`src/rtl/mac_ctrl_pkg.sv`:
```
// MAC Control constants, parser state encoding and header byte helpers
// shared by the PAUSE receive decoder.
package mac_ctrl_pkg;

  localparam logic [15:0] MAC_CTRL_ETYPE = 16'h8808;
  localparam logic [15:0] PAUSE_OPCODE   = 16'h0001;
  localparam logic [47:0] PAUSE_MCAST_DA = 48'h0180C2000001;

  localparam logic [4:0] DA_LAST_IDX    = 5'd5;
  localparam logic [4:0] ETYPE_IDX      = 5'd12;
  localparam logic [4:0] OPCODE_LSB_IDX = 5'd15;
  localparam logic [4:0] QUANTA_HI_IDX  = 5'd16;
  localparam logic [4:0] QUANTA_LO_IDX  = 5'd17;

  typedef enum logic [1:0] {
    S_IDLE,
    S_HDR,
    S_TAIL,
    S_DROP
  } parser_state_e;

  // DA byte at wire position idx (0 = most significant octet).
  function automatic logic [7:0] addr_byte(input logic [47:0] addr, input logic [4:0] idx);
    case (idx)
      5'd0:    return addr[47:40];
      5'd1:    return addr[39:32];
      5'd2:    return addr[31:24];
      5'd3:    return addr[23:16];
      5'd4:    return addr[15:8];
      5'd5:    return addr[7:0];
      default: return 8'h00;
    endcase
  endfunction

  // Expected EtherType/opcode byte at wire positions 12..15.
  function automatic logic [7:0] ctrl_byte(input logic [4:0] idx);
    case (idx)
      5'd12:   return MAC_CTRL_ETYPE[15:8];
      5'd13:   return MAC_CTRL_ETYPE[7:0];
      5'd14:   return PAUSE_OPCODE[15:8];
      5'd15:   return PAUSE_OPCODE[7:0];
      default: return 8'h00;
    endcase
  endfunction

endpackage

```
`src/rtl/pause_quanta_timer.sv`:
```
// Pause quanta timer: counts SLOT_CYCLES clocks per quantum and holds
// tx_pause while quanta remain. A load always overrides the countdown.
module pause_quanta_timer #(
  parameter int SLOT_CYCLES = 64
) (
  input  logic        clk,
  input  logic        rst,
  input  logic        load,
  input  logic [15:0] quanta,
  output logic        tx_pause,
  output logic [15:0] quanta_rem
);

  localparam int SLOT_W = (SLOT_CYCLES > 1) ? $clog2(SLOT_CYCLES) : 1;
  localparam logic [SLOT_W-1:0] SLOT_LAST = SLOT_W'(SLOT_CYCLES - 1);

  logic [SLOT_W-1:0] slot_cnt;

  // NOTE: sequential state uses non-blocking assignments so every register
  // samples the pre-edge value of its neighbours regardless of statement order.
  always_ff @(posedge clk) begin
    if (rst) begin
      slot_cnt   <= '0;
      quanta_rem <= '0;
      tx_pause   <= 1'b0;
    end else if (load) begin
      slot_cnt   <= SLOT_LAST;
      quanta_rem <= quanta;
      tx_pause   <= (quanta != 16'd0);
    end else if (quanta_rem != 16'd0) begin
      if (slot_cnt == '0) begin
        slot_cnt   <= SLOT_LAST;
        quanta_rem <= quanta_rem - 16'd1;
        tx_pause   <= (quanta_rem != 16'd1);
      end else begin
        slot_cnt <= slot_cnt - SLOT_W'(1);
      end
    end
  end

endmodule

```
`src/rtl/pause_rx_decoder.sv`:
```
// Receive-side PAUSE frame decoder: parses the MAC receive byte stream and
// loads the pause quanta timer when a well-formed PAUSE frame ends cleanly.
module pause_rx_decoder
  import mac_ctrl_pkg::*;
#(
  parameter logic [47:0] STATION_ADDR = 48'h000000000000,
  parameter int          SLOT_CYCLES  = 64
) (
  input  logic        clk,
  input  logic        rst,
  input  logic [7:0]  rx_mac_data,
  input  logic        rx_mac_valid,
  input  logic        rx_mac_last,
  input  logic        rx_frame_err,
  output logic        tx_pause,
  output logic [15:0] pause_quanta_rem,
  output logic [15:0] pause_frame_cnt
);

  parser_state_e state;
  logic [4:0]    idx;
  logic          mc_ok;
  logic          st_ok;
  logic [15:0]   quanta_q;

  logic [4:0]    cur_idx;
  logic [4:0]    idx_next;
  logic          mc_hit;
  logic          st_hit;
  logic          byte_ok;
  logic          load;

  // NOTE: every signal written here gets a default first, so no path through
  // the block can leave one unassigned and infer a latch.
  always_comb begin
    cur_idx  = (state == S_IDLE) ? 5'd0 : idx;
    idx_next = (cur_idx == 5'd31) ? 5'd31 : cur_idx + 5'd1;
    mc_hit   = ((state == S_IDLE) || mc_ok) &&
               (rx_mac_data == addr_byte(PAUSE_MCAST_DA, cur_idx));
    st_hit   = ((state == S_IDLE) || st_ok) &&
               (rx_mac_data == addr_byte(STATION_ADDR, cur_idx));
    byte_ok  = 1'b1;
    if (cur_idx <= DA_LAST_IDX) begin
      byte_ok = mc_hit || st_hit;
    end else if (cur_idx >= ETYPE_IDX && cur_idx <= OPCODE_LSB_IDX) begin
      byte_ok = (rx_mac_data == ctrl_byte(cur_idx));
    end
    load = (state == S_TAIL) && rx_mac_valid && rx_mac_last && !rx_frame_err;
  end

  always_ff @(posedge clk) begin
    if (rst) begin
      state           <= S_IDLE;
      idx             <= '0;
      mc_ok           <= 1'b0;
      st_ok           <= 1'b0;
      quanta_q        <= '0;
      pause_frame_cnt <= '0;
    end else begin
      if (load) pause_frame_cnt <= pause_frame_cnt + 16'd1;
      if (rx_mac_valid) begin
        idx <= idx_next;
        case (state)
          S_IDLE, S_HDR: begin
            if (cur_idx <= DA_LAST_IDX) begin
              mc_ok <= mc_hit;
              st_ok <= st_hit;
            end
            if (cur_idx == QUANTA_HI_IDX) quanta_q[15:8] <= rx_mac_data;
            if (cur_idx == QUANTA_LO_IDX) quanta_q[7:0]  <= rx_mac_data;
            // A frame ending inside the header is too short to be a PAUSE.
            if (rx_mac_last)                 state <= S_IDLE;
            else if (!byte_ok)               state <= S_DROP;
            else if (cur_idx == QUANTA_LO_IDX) state <= S_TAIL;
            else                             state <= S_HDR;
          end
          S_TAIL, S_DROP: begin
            if (rx_mac_last) state <= S_IDLE;
          end
          default: state <= S_IDLE;
        endcase
      end
    end
  end

  pause_quanta_timer #(
    .SLOT_CYCLES(SLOT_CYCLES)
  ) u_timer (
    .clk       (clk),
    .rst       (rst),
    .load      (load),
    .quanta    (quanta_q),
    .tx_pause  (tx_pause),
    .quanta_rem(pause_quanta_rem)
  );

endmodule

```
`config.mk`:
```
export PLATFORM = sky130hd
export DESIGN_NAME = pause_rx_decoder
export DESIGN_NICKNAME = d
export VERILOG_FILES = /design/src/rtl/mac_ctrl_pkg.sv /design/src/rtl/pause_quanta_timer.sv /design/src/rtl/pause_rx_decoder.sv
export SDC_FILE = /design/constraint.sdc
export NUM_CORES = 1
export LEC_CHECK = 0
export BUFFER_PORTS_ARGS = -buffer_cell sky130_fd_sc_hd__buf_4
export CELL_PAD_IN_SITES_DETAIL_PLACEMENT = 0
export CELL_PAD_IN_SITES_GLOBAL_PLACEMENT = 1
export CORE_MARGIN = 1.5
export CORE_UTILIZATION = 43
export CTS_CLUSTER_DIAMETER = 150
export DETAILED_ROUTE_END_ITERATION = 8
export PLACE_DENSITY_LB_ADDON = 0.05
export SKIP_CTS_REPAIR_TIMING = 1
export SYNTH_ARGS = -nofsm -noshare
export SYNTH_HDL_FRONTEND = slang
export SYNTH_SLANG_ARGS = --single-unit
```
`constraint.sdc`:
```
create_clock -name clk -period 2.8 [get_ports clk]
set_input_delay 0.56 -clock clk [delete_from_list [all_inputs] [get_ports clk]]
set_output_delay 0.56 -clock clk [all_outputs]
set_load 0.01 [all_outputs]
```
Yosys cells after proc, flatten, opt, wreduce, memory -nomap -nowiden

Index checks and enable logic that the tools add are counted.

Muxes and demuxes: 22
$lt $le $gt $ge: 3
Eq/ne operators: 16
Reduce and logical (&&, ||, !) cells: 26
$add $sub $neg: 4

Operators by type and width:

| operator                                                                            | count |
|---|---|
| 16-bit 2-to-1 mux                                                                   | 3 |
| 8-bit case mux with 3 select lines                                                  | 2 |
| 16-bit nonzero test                                                                 | 2 |
| 6-bit 2-to-1 mux                                                                    | 3 |
| 16-bit by 1-bit adder with 16-bit output, second input constant                     | 1 |
| 8-bit equality test                                                                 | 2 |
| 8-bit 2-to-1 mux                                                                    | 2 |
| 16-bit by 1-bit != test with 1-bit output, second input constant                    | 1 |
| 16-bit by 1-bit subtractor with 16-bit output, second input constant                | 1 |
| 5-bit by 4-bit equality test with 1-bit output, second input constant               | 3 |
| 5-bit equality test, second input constant                                          | 3 |
| 5-bit 2-to-1 mux                                                                    | 2 |
| 3-bit AND reduction                                                                 | 3 |
| 8-bit logical NOT                                                                   | 1 |
| 2-bit 2-to-1 mux                                                                    | 4 |
| 1-bit logical AND                                                                   | 6 |
| 6-bit logical NOT                                                                   | 1 |
| 2-bit OR reduction                                                                  | 3 |
| 6-bit by 1-bit subtractor with 6-bit output, second input constant                  | 1 |
| 5-bit by 1-bit adder with 5-bit output, second input constant                       | 1 |
| 5-bit by 1-bit equality test with 1-bit output, second input constant               | 1 |
| 5-bit by 2-bit equality test with 1-bit output, second input constant               | 1 |
| 5-bit by 3-bit equality test with 1-bit output, second input constant               | 1 |
| 5-bit by 4-bit greater-or-equal comparator with 1-bit output, second input constant | 1 |
| other kinds (13)                                                                    | 22 |

Output and inout bits: 33
Flip-flop bits (word level): 64

Longest topological paths before layout

Gate-level depths: netlist of run 1.

Word-level depth: 12
Gate-level depth with buffers: 9
Gate-level depth less buffers: 8

Modules after synthesis

From an unflattened synthesis of run 1, not the netlist that was laid out.

Cell total of the unflattened synthesis: 409
Area total of the unflattened synthesis: 3507.1 µm²

By module, submodules not included:

| module             | area each (µm²) | sequential area each (µm²) | cells each | instances |
|---|---|---|---|---|
| pause_rx_decoder   | 1930.6          | 820.8                      | 222        | 1 |
| pause_quanta_timer | 1576.5          | 460.4                      | 187        | 1 |

Worst setup path after synthesis of run 1

Ideal clock, no wire load.

Path kind: input-to-reg
From: input rx_mac_data[2]
To: register state[1]
Buffers on the path: 0
Arrival time: 1.960 ns
Required time: 2.683 ns
Stages: 5
Slack: 0.723 ns
Path through: or3_1 -> or2_1 -> or4_1 -> o21bai_1 -> a32o_1

Word-level cells in the longest chain between the ends: 7
Elaborated cells between the ends (all ways): 11

RTL lines:

| element                                                         | RTL line                                       | source |
|---|---|---|
| start: declaration                                              | pause_rx_decoder.sv:11                         | `input logic [7:0] rx_mac_data,` |
| 8-bit equality test / 8-bit logical NOT (equally long branches) | pause_rx_decoder.sv:39, pause_rx_decoder.sv:41 |  |
| 1-bit logical AND (on tied branches)                            | pause_rx_decoder.sv:38, pause_rx_decoder.sv:40 |  |
| 1-bit logical OR                                                | pause_rx_decoder.sv:44                         | `byte_ok = mc_hit \|\| st_hit;` |
| 1-bit 2-to-1 mux (*)                                            | pause_rx_decoder.sv:43                         | `if (cur_idx <= DA_LAST_IDX) begin` |
| 2-bit 2-to-1 mux (*)                                            | pause_rx_decoder.sv:73                         | `else if (!byte_ok) state <= S_DROP;` |
| 2-bit 2-to-1 mux (*)                                            | pause_rx_decoder.sv:72                         | `if (rx_mac_last) state <= S_IDLE;` |
| 2-bit case mux with 2 select lines (*)                          | pause_rx_decoder.sv:63                         | `case (state)` |
| end signal: assignment                                          | pause_rx_decoder.sv:72                         |  |
| end signal: assignment                                          | pause_rx_decoder.sv:73                         |  |
| end signal: assignment                                          | pause_rx_decoder.sv:74                         | `else if (cur_idx == QUANTA_LO_IDX) state <= S_TAIL;` |
| end: declaration                                                | pause_rx_decoder.sv:20                         | `parser_state_e state;` |

Every way passes the cells marked *; elsewhere a longest branch is shown, timed or not.
A chain may end at the register's enable or synchronous reset.

Final worst setup path of run 1

From: register u_timer.quanta_rem[0]
To: register u_timer.quanta_rem[5]

Word-level cells in the longest chain between the ends: 4
Elaborated cells between the ends (all ways): 7

RTL lines:

| element                                       | RTL line                 | source |
|---|---|---|
| start: declaration                            | pause_quanta_timer.sv:11 | `output logic [15:0] quanta_rem` |
| start signal: assignment                      | pause_quanta_timer.sv:28 | `quanta_rem <= quanta;` |
| start signal: assignment                      | pause_quanta_timer.sv:33 | `quanta_rem <= quanta_rem - 16'd1;` |
| 16-bit by 1-bit subtractor with 16-bit output | pause_quanta_timer.sv:33 |  |
| 16-bit 2-to-1 mux                             | pause_quanta_timer.sv:31 | `if (slot_cnt == '0) begin` |
| 16-bit 2-to-1 mux                             | pause_quanta_timer.sv:30 | `end else if (quanta_rem != 16'd0) begin` |
| 16-bit 2-to-1 mux                             | pause_quanta_timer.sv:26 | `end else if (load) begin` |

Several ways; a longest one is shown, not always the timed one. The select of a mux whose other input is x is not followed.

==> impl_metrics.json, run 1 <==
{
  "core-area_um2": 7253,
  "area_growth_pct": 17.69,
  "tightest_slew_ns": 0.5248,
  "fin_skew_ns": 0.008190,
  "synthTopCellsByCount": "dfxtp_1, nor2_1, nand2_1, a21oi_1, a211oi_1",
  "portBuffers": 45,
  "reg2reg_depth": 8,
  "hp-class": "in -> reg",
  "critPathArrivalTime_ns": 2.40,
  "grt_max_degree": 45,
  "p_leak_nw": 1.526,
  "max_freq_ghz": 0.4657,
  "crit_slowest_cell": "or4_1",
  "grtUsageTotal_pct": 19.62,
  "path_class": "reg -> reg",
  "cp_data_required_time_ns": 3.06,
  "status": "completed",
  "place.gp.congestion": 0.8778,
  "route.detailed.drc": 0,
  "start_util_pct": 44.66,
  "antenna_found_initial": 0,
  "worstHoldStart": "rx_mac_data[4]",
  "ant_nets": 0,
  "hold_path_end": "quanta_q[4]",
  "r2r_start": "u_timer.quanta_rem[0]",
  "p_per_area_nw_per_um2": 826.8,
  "rsz0062_at_grt": "false",
  "synth-seq-cells": 64,
  "drt_first_pass_iters": 4,
  "yosys-top-cells-area": "dfxtp_1, nor2_1, mux2i_1",
  "die_w_um": 89.80,
  "ios": 46,
  "first_iter_violations": 135,
  "fp.dieH_um": 89.80,
  "cts_buffers": 9,
  "grt_pass1_wl_mm": 12.94,
  "routedWlPerCell_um": 14.38,
  "tns_ns": 0,
  "postSynthAreaPerCell_um2": 8.480,
  "critPathLaunchType": "register",
  "synthArstFlopShare_pct": 0,
  "synth_edf_count": 0,
  "timing.final.crit_share_pct": 76.69,
  "htree_levels": 3,
  "row_count": 31,
  "max_cap_viol_count": 0,
  "peakVddDrop_v": 0.0002763,
  "finalCriticalPeriod_ns": 2.147,
  "syn_area_um2": 3239,
  "clock_sinks": 64,
  "ys_types": 51,
  "clock_latency_ns": 0.33,
  "ctsLongestPathBuffers": 2,
  "finalSetupViolCount": 0,
  "diodes": 0,
  "synth_top_area_share_pct": 39.55,
  "cp-end-kind": "register",
  "post-route-util_pct": 52.56,
  "hold_viol_final": 0,
  "ys.flop_type": "dfxtp_1",
  "r2r_slack_ns": 0.65,
  "seq_area_frac_synth_pct": 39.55,
  "maxSlewHeadroom_pct": 64.91,
  "grt.overflow.total": 0,
  "dr_total_vias": 2826,
  "worstReg2RegEnd": "u_timer.quanta_rem[5]",
  "path_max_fanout": 8,
  "dieArea_um2": 8063,
  "drive_gt1_share_pct": 17.45,
  "cp_top_family": "simple AND/OR/NAND/NOR gates",
  "synth.most_common_cell": "dfxtp_1",
  "layout.nets": 440,
  "routed_wl_mm": 7.522,
  "synth_top_area_cell": "dfxtp_1",
  "slew_violations": 0,
  "cp_slowest_stage_delay_ns": 0.44,
  "root_buffer": "clkbuf_8",
  "syn_nets": 400,
  "detail_route.vias_per_cell": 5.403,
  "cts_tree": "built",
  "dp_hpwl_mm": 5.363,
  "whs_path_depth": 3,
  "ys_warn_count": 0,
  "path_buf_inv": 1,
  "cp_cell_sequence": "inv_1 > ha_1 > nor3b_1 > nand4_1 > nand3_1 > or4_1 > xor2_1 > a211oi_2",
  "grt_pass1_vias": 2642,
  "synthCells": 382,
  "path_clk_slew_ns": 0.07
}
power breakdown:
part	total [mW]	leakage (nW)	switching, mW	internal (mW)
Sequential	1.22	0.520	0.176	1.04
Clock	0.669	0.0842	0.316	0.354
Combinational	1.27	0.922	0.699	0.569
Total	3.15	1.53	1.19	1.96
placed cells by master, fill, tap and decap left out, types with 5 or more instances in the layout:
cell type  instances
nor4_1             7
nand2_1           25
nand4_1            9
o21ai_0           13
mux2i_1           16
nor3_1             9
dfxtp_1           64
nor2_1            55
clkbuf_8          11
inv_1              6
and2_1             5
a21oi_1           23
nand3_1           15
xnor2_1           14
a211oi_1          19
or3_1              9
xor2_1            15
ha_1               5
buf_4             49
nor2b_1            5
through the flow:
step / instance area (um^2) / setup slack (ns) / std cells / total power, mW / hold WS [ns]
6_report: 3812 / 0.6528 / 523 / 3.152 / 0.4795
3_5_place_dp: 3652 / 0.5069 / 510 / 2.499 / 0.4813
5_1_grt: 3812 / 0.4616 / 523 / 3.405 / 0.4694
4_1_cts: 3812 / 0.6315 / 523 / 3.188 / 0.4620
3_3_place_gp: 3652 / 0.5258 / 510 / 2.505 / 0.4807
2_1_floorplan: 3239 / 0.7231 / 382 / 2.140 / 0.4486
area by class of cell:
type,instances,area [um^2]
multi-input combinational,292,1857
timing repair buffer,49,367.9
inverter,6,22.52
sequential,64,1281
fill,738,3441
clock buffer,12,155.1
clock inverter,1,5.005
tap,99,123.9
worst min-delay path: stages:
cell and delay, ns:
buf_4 0.09, mux2i_1 0.05, nor2_1 0.07
flip-flops by register name, summed over array words and instances (netlist names):
register,cells
st_ok,1
mc_ok,1
u_timer.slot_cnt,6
u_timer.quanta_rem,16
quanta_q,16
pause_frame_cnt,16
u_timer.tx_pause,1
state,2
idx,5
routing by layer:
metal | vias up | GRT usage (%) | routed length, um
met5 | - | 0 | 0
met4 | 0 | 5.820 | 68
met3 | 4 | 5.753 | 295
met2 | 55 | 30.03 | 3388
met1 | 1316 | 26.71 | 3770
li1 | 1451 | - | -
worst max path at each step:
stage                           startpoint                     to  cells after the start
CTS                  u_timer.quanta_rem[0]  u_timer.quanta_rem[5]                      8
finish               u_timer.quanta_rem[0]  u_timer.quanta_rem[5]                      8
detailed placement          rx_mac_data[2]               state[1]                      6
global placement            rx_mac_data[2]               state[1]                      6
floorplan                   rx_mac_data[2]               state[1]                      5
global route        u_timer.quanta_rem[12]       u_timer.tx_pause                      6
kinds of logic (layout without fill, tap and decap cells):
family	count (synthesis)	in the layout	share of synthesized area, %
and+or+nand+nor	168	168	27.62
AOI/OAI and AO/OA	74	74	14.99
xor gates and xnor gates	29	29	7.841
buffers and inverters	26	68	3.128
DFF	64	64	39.55
muxes	16	16	4.944
adders and majority gates	5	5	1.931
No activity file was read; power rests on OpenSTA's default activity.
==> run 2, diff against run 1 <==
--- a/config.mk
+++ b/config.mk
@@ -9,7 +9,7 @@
 export CELL_PAD_IN_SITES_DETAIL_PLACEMENT = 0
 export CELL_PAD_IN_SITES_GLOBAL_PLACEMENT = 1
 export CORE_MARGIN = 1.5
-export CORE_UTILIZATION = 43
+export CORE_UTILIZATION = 39
 export CTS_CLUSTER_DIAMETER = 150
 export DETAILED_ROUTE_END_ITERATION = 8
 export PLACE_DENSITY_LB_ADDON = 0.05
==> constraint.sdc (replaced) <==
create_clock -name clk -period 1.8 [get_ports clk]
set_input_delay 0.36 -clock clk [delete_from_list [all_inputs] [get_ports clk]]
set_output_delay 0.36 -clock clk [all_outputs]
set_load 0.01 [all_outputs]
==> run 2 against run 1 <==
Compared with the run above:
- the run now ends with setup timing left
- largest cell class unchanged
- sequential share of layout area is 5.3 points lower
- critical endpoint is now u_timer.quanta_rem[14]
- fmax increased by 12%
- clock power up 130%
- critical path type unchanged
- via count increased by 7.3%
- die area rose by 9.9%
- critical path depth is 2 lower
- design area increased by 20%
- routed wire length up 12%
==> impl_metrics.json, run 2 (synthesis gave the netlist of run 1 again) <==
{
  "route.detailed.drc": 0,
  "placedInstanceArea_um2": 4120,
  "fp.dieH_um": 94.14,
  "critPathArrivalTime_ns": 2.18,
  "diodes": 0,
  "fin_cells": 594,
  "start_util_pct": 39.82,
  "cp_data_required_time_ns": 2.06,
  "routed_wl_mm": 8.430,
  "ios": 46,
  "finalSetupViolCount": 8,
  "max_freq_ghz": 0.5222,
  "status": "finished with violations",
  "ant_nets": 0,
  "cp-end-kind": "register",
  "hold_slack_ns": 0.3105,
  "layout.nets": 502,
  "grt_pass1_wl_mm": 13.30,
  "die_w_um": 94.14,
  "dieArea_um2": 8861,
  "path_class": "reg -> reg",
  "first_iter_violations": 73,
  "p_per_area_nw_per_um2": 1506,
  "dp_hpwl_mm": 6.035,
  "max_cap_viol_count": 0,
  "worst_slack_ns": -0.1150,
  "htree_levels": 3,
  "finalCriticalPeriod_ns": 1.915,
  "place_inst": 572,
  "fin_skew_ns": 0.01135,
  "grt_max_degree": 65,
  "grt_pass1_vias": 2724,
  "core-area_um2": 8134,
  "routedWlPerCell_um": 14.19,
  "grtUsageTotal_pct": 19.33,
  "p_leak_nw": 1.909,
  "finalInstanceArea_um2": 4581,
  "final_cell_mix": "buf_4, dfxtp_1, nor2_1",
  "cts_buffers": 9,
  "detail_route.vias_per_cell": 5.106,
  "p_total_mw": 6.899,
  "drive_gt1_share_pct": 36.61,
  "ctsLongestPathBuffers": 2,
  "cts_tree": "built",
  "root_buffer": "clkbuf_8",
  "drt_first_pass_iters": 4,
  "hp-class": "in -> reg",
  "area_growth_pct": 41.41,
  "critPathLaunchType": "register",
  "portBuffers": 45,
  "peakVddDrop_v": 0.0006005,
  "maxSlewHeadroom_pct": 73.30,
  "clock_sinks": 64,
  "fillers": 767,
  "rsz0062_at_grt": "true",
  "clock_latency_ns": 0.35,
  "layout_commonest_cell": "buf_4",
  "tns_ns": -0.4576,
  "reg_top3": "pause_frame_cnt (16), quanta_q (16), u_timer.quanta_rem (16)",
  "violations": "setup timing",
  "hold_viol_final": 0,
  "grt.overflow.total": 0,
  "path_clk_slew_ns": 0.08,
  "dr_total_vias": 3033,
  "timing.final.crit_share_pct": 106.4,
  "path_max_fanout": 4,
  "antenna_found_initial": 0,
  "row_count": 33,
  "slew_violations": 0,
  "tightest_slew_ns": 0.3954,
  "place.gp.congestion": 0.8096
}
## run 2: final cells by class
cell class | instances | area (um^2) | area share (%)
flip-flops and latches | 64 | 1297 | 28.33
clock buffers | 9 | 123.9 | 2.704
repair buffers | 111 | 860.8 | 18.79
inverters | 6 | 22.52 | 0.4917
clock inverters | 7 | 120.1 | 2.622
multi-input cells | 292 | 2024 | 44.20
well taps | 105 | 131.4 | 2.868
## run 2: worst max-delay path, stage by stage (launching register included)
cell and delay, ns:
dfxtp_2 0.35, nor4_4 0.39, nand4_1 0.24, or3_4 0.41, nor3_2 0.13, xnor2_1 0.10, a211oi_2 0.21
## run 2: stage by stage
step / utilization (%) / setup slack [ns]
floorplan: - / -0.07851
global placement: 50.65 / -0.2493
detailed placement: 50.65 / -0.2620
CTS: 53.65 / -0.1366
global route: 56.31 / -0.2022
finish: 56.31 / -0.1150
## run 2: routing by layer
| layer | routed length, um | GRT usage [%] | part of all wire (%) | up-vias |
|---|---|---|---|---|
| li1 | - | - | - | 1579 |
| met3 | 239 | 2.913 | 2.8 | 11 |
| met5 | 0 | 0 | 0 | - |
| met4 | 141 | 9.577 | 1.7 | 0 |
| met2 | 3959 | 29.95 | 47 | 44 |
| met1 | 4090 | 26.04 | 49 | 1399 |
## run 2: worst paths after layout
path                               from                     end  slack (ns)  cells after the start
hold / removal           rx_mac_data[3]            quanta_q[11]        0.31                      3
setup / recovery  u_timer.quanta_rem[5]  u_timer.quanta_rem[14]       -0.12                      6
hold reg to reg             quanta_q[1]   u_timer.quanta_rem[1]        0.48                      2
setup reg to reg  u_timer.quanta_rem[5]  u_timer.quanta_rem[14]       -0.12                      6
## run 2: power breakdown
part | internal (mW) | switching (mW) | total, mW | leakage, nW
sequential | 1.63 | 0.199 | 1.83 | 0.523
clock | 0.921 | 0.594 | 1.52 | 0.119
combinational | 1.86 | 1.70 | 3.55 | 1.27
